File: src/rtl/julia_iter_engine_pkg.sv
// Shared types and helpers for the Julia iteration engine.
//   julia_state_t : engine FSM states
//   escape_limit  : |z|^2 escape threshold (4.0) in fixed point with frac bits
//   sat_fx        : clamp a wide signed value into a signed width-bit range
// Datapath math is done in 64-bit signed, so WIDTH must stay <= 31.
package julia_pkg;

  typedef enum logic [1:0] {IDLE, SQUARE, UPDATE, DONE} julia_state_t;

  localparam int FRAC_DEFAULT = 11;

  function automatic logic signed [63:0] escape_limit(input int frac);
    return 64'sd4 <<< frac;
  endfunction

  localparam logic signed [63:0] ESCAPE_LIMIT_DEFAULT = escape_limit(FRAC_DEFAULT);

  function automatic logic signed [63:0] sat_fx(input logic signed [63:0] value,
                                                input int width);
    logic signed [63:0] max_v;
    logic signed [63:0] min_v;
    max_v = (64'sd1 <<< (width - 1)) - 64'sd1;
    min_v = -(64'sd1 <<< (width - 1));
    if (value > max_v)      return max_v;
    else if (value < min_v) return min_v;
    else                    return value;
  endfunction

endpackage

File: src/rtl/julia_iter_engine_if.sv
// Job/result handshake bundle for julia_iter_engine.
//   master : dispatcher/collector side (offers jobs, accepts results)
//   slave  : engine side
interface julia_iter_engine_if #(
  parameter int WIDTH  = 22,
  parameter int ITER_W = 8,
  parameter int TAG_W  = 16
);
  logic                    in_valid;
  logic                    in_ready;
  logic signed [WIDTH-1:0] z_real_in;
  logic signed [WIDTH-1:0] z_imag_in;
  logic signed [WIDTH-1:0] c_real_in;
  logic signed [WIDTH-1:0] c_imag_in;
  logic [TAG_W-1:0]        tag_in;
  logic                    out_valid;
  logic                    out_ready;
  logic [ITER_W-1:0]       iter_out;
  logic                    escaped_out;
  logic [TAG_W-1:0]        tag_out;

  modport master (
    output in_valid, z_real_in, z_imag_in, c_real_in, c_imag_in, tag_in, out_ready,
    input  in_ready, out_valid, iter_out, escaped_out, tag_out
  );

  modport slave (
    input  in_valid, z_real_in, z_imag_in, c_real_in, c_imag_in, tag_in, out_ready,
    output in_ready, out_valid, iter_out, escaped_out, tag_out
  );
endinterface

File: src/rtl/julia_iter_engine_z_square_stage.sv
// Registered full-precision squaring stage.
//   clk, n_rst : clock, async active-low reset
//   en         : capture products this cycle
//   zr, zi     : current z (signed WIDTH)
//   rr, ii, ri : zr^2, zi^2, zr*zi (signed 2*WIDTH, registered)
module z_square_stage
  import julia_pkg::*;
#(
  parameter int WIDTH = 22
) (
  input  logic                      clk,
  input  logic                      n_rst,
  input  logic                      en,
  input  logic signed [WIDTH-1:0]   zr,
  input  logic signed [WIDTH-1:0]   zi,
  output logic signed [2*WIDTH-1:0] rr,
  output logic signed [2*WIDTH-1:0] ii,
  output logic signed [2*WIDTH-1:0] ri
);

  always_ff @(posedge clk or negedge n_rst) begin
    if (!n_rst) begin
      rr <= '0;
      ii <= '0;
      ri <= '0;
    end else if (en) begin
      rr <= (2*WIDTH)'(zr) * (2*WIDTH)'(zr);
      ii <= (2*WIDTH)'(zi) * (2*WIDTH)'(zi);
      ri <= (2*WIDTH)'(zr) * (2*WIDTH)'(zi);
    end
  end

endmodule

File: src/rtl/julia_iter_engine.sv
// Sequential Julia escape-time engine: takes one (z0, c, tag) job, iterates
// z <- z^2 + c until |z|^2 > 4.0 or MAX_ITER updates, then returns the count.
//   clk, n_rst : clock, async active-low reset
//   bus        : job in / result out handshakes (slave side)
//   busy       : engine not idle
//
// state  | meaning
// IDLE   | waiting for a job, in_ready high
// SQUARE | products of current z being registered
// UPDATE | escape/cap test, then z update or finish
// DONE   | result held on outputs until out_ready
module julia_iter_engine
  import julia_pkg::*;
#(
  parameter int WIDTH    = 22,
  parameter int FRAC     = 11,
  parameter int ITER_W   = 8,
  parameter int MAX_ITER = 255,
  parameter int TAG_W    = 16
) (
  input  logic                clk,
  input  logic                n_rst,
  julia_iter_engine_if.slave  bus,
  output logic                busy
);

  julia_state_t state, state_next;

  logic signed [WIDTH-1:0]   zr, zi, cr, ci;
  logic [ITER_W-1:0]         iter;
  logic [TAG_W-1:0]          tag;
  logic signed [2*WIDTH-1:0] rr, ii, ri;

  logic signed [63:0] size_sq, re_sum, im_sum;
  logic               escape, cap;

  z_square_stage #(.WIDTH(WIDTH)) u_square (
    .clk   (clk),
    .n_rst (n_rst),
    .en    (state == SQUARE),
    .zr    (zr),
    .zi    (zi),
    .rr    (rr),
    .ii    (ii),
    .ri    (ri)
  );

  // Shifts are arithmetic (floor); |z|^2 is compared unsaturated so huge
  // magnitudes can never alias back under the limit.
  always_comb begin
    size_sq = (64'(rr) + 64'(ii)) >>> FRAC;
    re_sum  = ((64'(rr) - 64'(ii)) >>> FRAC) + 64'(cr);
    im_sum  = ((64'(ri) <<< 1) >>> FRAC) + 64'(ci);
    escape  = size_sq > escape_limit(FRAC);
    cap     = (iter == ITER_W'(MAX_ITER));
  end

  always_ff @(posedge clk or negedge n_rst) begin
    if (!n_rst) state <= IDLE;
    else        state <= state_next;
  end

  always_comb begin
    state_next   = state;
    bus.in_ready = 1'b0;
    bus.out_valid = 1'b0;
    busy         = 1'b1;
    unique case (state)
      IDLE: begin
        bus.in_ready = 1'b1;
        busy         = 1'b0;
        if (bus.in_valid) state_next = SQUARE;
      end
      SQUARE: state_next = UPDATE;
      UPDATE: state_next = (escape || cap) ? DONE : SQUARE;
      DONE: begin
        bus.out_valid = 1'b1;
        if (bus.out_ready) state_next = IDLE;
      end
      default: state_next = IDLE;
    endcase
  end

  always_ff @(posedge clk or negedge n_rst) begin
    if (!n_rst) begin
      zr              <= '0;
      zi              <= '0;
      cr              <= '0;
      ci              <= '0;
      iter            <= '0;
      tag             <= '0;
      bus.iter_out    <= '0;
      bus.escaped_out <= 1'b0;
      bus.tag_out     <= '0;
    end else begin
      unique case (state)
        IDLE: begin
          if (bus.in_valid) begin
            zr   <= bus.z_real_in;
            zi   <= bus.z_imag_in;
            cr   <= bus.c_real_in;
            ci   <= bus.c_imag_in;
            tag  <= bus.tag_in;
            iter <= '0;
          end
        end
        UPDATE: begin
          if (escape || cap) begin
            bus.iter_out    <= iter;
            bus.escaped_out <= escape;
            bus.tag_out     <= tag;
          end else begin
            zr   <= WIDTH'(sat_fx(re_sum, WIDTH));
            zi   <= WIDTH'(sat_fx(im_sum, WIDTH));
            iter <= iter + 1'b1;
          end
        end
        default: ;
      endcase
    end
  end

endmodule

File: src/flat_wrapper.sv
// flat-port wrapper written by rule: the top's interface ports become plain ports
module julia_iter_engine_flat import julia_pkg::*;
#(
  parameter int WIDTH    = 22,
  parameter int FRAC     = 11,
  parameter int ITER_W   = 8,
  parameter int MAX_ITER = 255,
  parameter int TAG_W    = 16
)
  (clk, n_rst, busy, bus_in_valid, bus_z_real_in, bus_z_imag_in, bus_c_real_in, bus_c_imag_in, bus_tag_in, bus_out_ready, bus_in_ready, bus_out_valid, bus_iter_out, bus_escaped_out, bus_tag_out);
  julia_iter_engine_if #(.WIDTH(WIDTH), .ITER_W(ITER_W), .TAG_W(TAG_W)) bus_i ();
  input  logic clk;
  input  logic n_rst;
  output logic busy;
  input wire logic [$bits(bus_i.in_valid)-1:0] bus_in_valid;
  input wire logic [$bits(bus_i.z_real_in)-1:0] bus_z_real_in;
  input wire logic [$bits(bus_i.z_imag_in)-1:0] bus_z_imag_in;
  input wire logic [$bits(bus_i.c_real_in)-1:0] bus_c_real_in;
  input wire logic [$bits(bus_i.c_imag_in)-1:0] bus_c_imag_in;
  input wire logic [$bits(bus_i.tag_in)-1:0] bus_tag_in;
  input wire logic [$bits(bus_i.out_ready)-1:0] bus_out_ready;
  output wire logic [$bits(bus_i.in_ready)-1:0] bus_in_ready;
  output wire logic [$bits(bus_i.out_valid)-1:0] bus_out_valid;
  output wire logic [$bits(bus_i.iter_out)-1:0] bus_iter_out;
  output wire logic [$bits(bus_i.escaped_out)-1:0] bus_escaped_out;
  output wire logic [$bits(bus_i.tag_out)-1:0] bus_tag_out;
  assign bus_i.in_valid = bus_in_valid;
  assign bus_i.z_real_in = bus_z_real_in;
  assign bus_i.z_imag_in = bus_z_imag_in;
  assign bus_i.c_real_in = bus_c_real_in;
  assign bus_i.c_imag_in = bus_c_imag_in;
  assign bus_i.tag_in = bus_tag_in;
  assign bus_i.out_ready = bus_out_ready;
  assign bus_in_ready = bus_i.in_ready;
  assign bus_out_valid = bus_i.out_valid;
  assign bus_iter_out = bus_i.iter_out;
  assign bus_escaped_out = bus_i.escaped_out;
  assign bus_tag_out = bus_i.tag_out;
  julia_iter_engine #(.WIDTH(WIDTH), .FRAC(FRAC), .ITER_W(ITER_W), .MAX_ITER(MAX_ITER), .TAG_W(TAG_W)) u_core (.clk(clk), .n_rst(n_rst), .bus(bus_i), .busy(busy));
endmodule
File: config.mk
export PLATFORM = sky130hd
export DESIGN_NAME = julia_iter_engine_flat
export DESIGN_NICKNAME = d
export VERILOG_FILES = /design/src/rtl/julia_iter_engine_pkg.sv /design/src/rtl/julia_iter_engine_if.sv /design/src/rtl/julia_iter_engine_z_square_stage.sv /design/src/rtl/julia_iter_engine.sv /design/src/flat_wrapper.sv
export SDC_FILE = /design/constraint.sdc
export NUM_CORES = 2
export LEC_CHECK = 0
export CORE_MARGIN = 2
export CORE_UTILIZATION = 65
export CTS_CLUSTER_SIZE = 24
export DETAILED_ROUTE_END_ITERATION = 12
export HOLD_SLACK_MARGIN = 0.12
export PLACE_DENSITY = 0.83
export SLEW_MARGIN = 25
export SYNTH_ARGS = -nofsm -noshare
export SYNTH_HDL_FRONTEND = slang
export SYNTH_SLANG_ARGS = --single-unit
File: constraint.sdc
create_clock -name clk -period 14.7 [get_ports clk]
set_input_delay 2.205 -clock clk [delete_from_list [all_inputs] [get_ports clk]]
set_output_delay 2.205 -clock clk [all_outputs]
set_load 0.03 [all_outputs]
==> metrics <==
result of the run=finished, final reports clean; number of standard cells in the final layout excluding fillers=between 8000 and 9000; syn avg cell area=8.98 sq um; net count of the mapped netlist=9596; max_slew headroom=about 22%; routability congestion estimate=1.01; routed length on met3=between 15000 and 20000 um; Worst path top cell family by delay=adder cells; count of mapped cells out of synthesis=approximately 7500; total routed wirelength=between 150000 and 200000 um; number of buffers created by CTS=35; length of routed wiring on met1=slightly below 70000 um; top cell type by total area after synthesis=fa_1; core outline area=103000 sq um; via count=~52000; Critical Setup Path Class=flop to flop; full die area=approximately 110000 sq um; amount of wire on met2 after detailed routing=88500 um; drt pass-1 iters=6; WP data required=15.12 ns; ys async rst share=between 90% and 100%; launch point of the worst reg-to-reg path=u_core.zi[6]; most frequent cells after synthesis=1715 x inv_1, 1420 x fa_1, 1078 x nand2_1, 574 x ha_1, 314 x nor2_1; post-route setup slack=5.49 ns; Synth Cell Area=roughly 67000 sq um; global-route usage over all layers=between 30% and 40%; Worst-Skew Late Latency=about 0.60 ns; Hold Crit Class=flop to flop; Chip Width=326 um; vias per cell=5.91; sum of buffers and inverters on the critical path=4; y dimension of the die=around 330 um; top routing layer in use=met5; Arrival @ worst endpoint=just under 10 ns; I/O pin cnt=about 140; first-pass GRT wire length=a little over 300000 um; source of the worst hold timing path=u_core.tag[2]; Area growth syn-to-layout=5.27%; top cell type's share of synthesized area=42.2%; buffer levels on the longest clock path=3; critical path launch point type=flop; number of hold violations in the final report=0; starting utilization of the core area=approximately 65%; detailed placement HPWL=150000 um; worst r2r path cells=27; TritonCTS clock tree=built; endpoint of the worst hold path=u_core.tag[2]; drt drc=0; fraction of the yosys area taken by sequential cells=9.63%; number of warnings issued by yosys=0; cell with the largest stage delay on the worst path=a221oi_1; residual antenna-violating net count after detailed routing=0; timing-limited maximum frequency=109 MHz; ranking of synthesized cells by area=fa_1 42%, ha_1 11%, dfrtp_1 9.6%, inv_1 9.6%, nand2_1 6.0%; count of final setup violators=0; Final min period=9.21 ns; Post-CTS Hold Buffers=0; clock skew=0.0393 ns; number of nets in the finished design=around 9500; most prevalent standard cell on the critical path=fa_1; flip-flop and latch count after synthesis=~260; total number of H-tree levels=2; max-capacitance violation count=0; sink count of the clock tree=between 200 and 300; post-detailed-route wirelength per cell=about 22 um; Std-Cell Rows=between 100 and 150; Primary FF master, synth=dfrtp_1; delay of the slowest cell on the worst path=around 0.72 ns; # resized after CTS=0; depth of the worst hold-timing path=2; capture point of the worst reg-to-reg path=u_core.u_square.ii[43]; count of buffers inserted at the top-level ports=around 140; final core utilization=about 69%; post-placement setup slack=5.80 ns; reg-to-reg slack, setup=5.49 ns; clock transition at the register clock pins on the worst setup and hold paths after CTS=about 0.060 ns; number of distinct library cells after synthesis=approximately 90; remaining global-route overflow=0; library cell with the highest instance count after synthesis=inv_1; proportion of layout cells with a drive suffix above 1=2.93%; Post-synth EDFFs=0; Root Buffer Master=clkbuf_16; fin. max-slew vios=0; setup tns final=0 ns; Detailed Route Iter0 Violations=4657; unrepaired setup endpoints after global routing=no; Critical Path Fanout Max=39; number of antenna violations at the first check in global routing=9; number of global-route vias before repair=approximately 57000; Worst Tran Pin Value=between 1 and 1.5 ns; dpl cells=about 8800; total setup buffers inserted after CTS=0; final cycle utilization of the critical path=between 60% and 70%; category of the worst setup path capture point=flop; largest net degree at the start of global routing=94
==> kinds of logic (layout without fill, tap and decap cells) <==
kind of cell	Yosys count	in the layout	share of synthesized area, %
flip-flops	259	259	9.63
XOR/XNOR	242	242	3.15
adder cells (fa/ha/maj)	1994	1994	52.9
other	0	4	0
multiplexers	50	50	0.812
buffers and inverters	2030	1979	11.4
AO/OA/AOI/OAI	938	938	9.03
AND/OR/NAND/NOR	1981	1981	13.1
==> worst min-delay path: stages, from the launching register on <==
cell     delay (ns)
dfrtp_1        0.34
nand2_1        0.05
nand2_1        0.05
==> state kept, by name, summed over array words and instances, names as in the netlist <==
name,cells
u_core.tag,16
u_core.ci,22
u_core.u_square.ii,43
u_core.zr,22
u_core.bus.tag_out,16
u_core.state,2
u_core.zi,22
u_core.iter,8
u_core.bus.iter_out,8
u_core.cr,22
u_core.u_square.ri,34
u_core.bus.escaped_out,1
u_core.u_square.rr,43
==> routing by layer <==
layer	up-vias	GRT usage (%)
li1	22600	-
met1	26100	45.7
met2	2563	59.2
met5	-	0
met4	8	26.5
met3	816	7.09
==> through the flow <==
| step | hold slack (ns) | area (sq um) |
|---|---|---|
| after floorplan | 0.440 | 67300 |
| after global placement | 0.452 | 69700 |
| after detailed placement | 0.458 | 69700 |
| after CTS | 0.472 | 70800 |
| after global routing | 0.488 | 70900 |
| final | 0.473 | 70900 |
==> placed cells by master (no fill, tap or decap), drive strengths merged, types with 42 or more instances in the layout <==
cell type / instances
a21oi: 236
clkdlybuf4s50: 134
a21o: 119
nor3: 55
xor2: 83
clkbuf: 42
nand3: 53
ha: 574
and2: 238
nand2b: 49
fa: 1420
xnor2: 159
o21ai: 259
inv: 1720
dfrtp: 259
nor2b: 52
nor2: 315
buf: 63
nand2: 1078
==> worst max-delay path by stage <==
stage	slack [ns]	to	start	depth (start not counted)
6_report	5.49	u_core.u_square.ii[43]	u_core.zi[6]	27
5_1_grt	5.22	u_core.u_square.ii[43]	u_core.zi[6]	27
4_1_cts	5.74	u_core.u_square.ii[43]	u_core.zi[6]	27
3_5_place_dp	5.80	u_core.u_square.ii[43]	u_core.zi[4]	27
3_3_place_gp	6.06	u_core.u_square.ii[43]	u_core.zi[4]	27
2_1_floorplan	7.05	u_core.u_square.rr[43]	u_core.zr[16]	29
==> cell type report <==
| cell class | count | area, sq um |
|---|---|---|
| Inverter | 1723 | 6470 |
| Multi-Input combinational cell | 5205 | 53300 |
| Fill cell | 7936 | 32200 |
| Clock inverter | 17 | 193 |
| Antenna cell | 4 | 10.0 |
| Tap cell | 1380 | 1730 |
| Sequential cell | 259 | 6480 |
| Clock buffer | 42 | 912 |
| Timing Repair Buffer | 197 | 1820 |
Power is left out: the tool's default activity adds up to more than one toggle a clock period on the data nets, which glitch-free logic cannot reach.
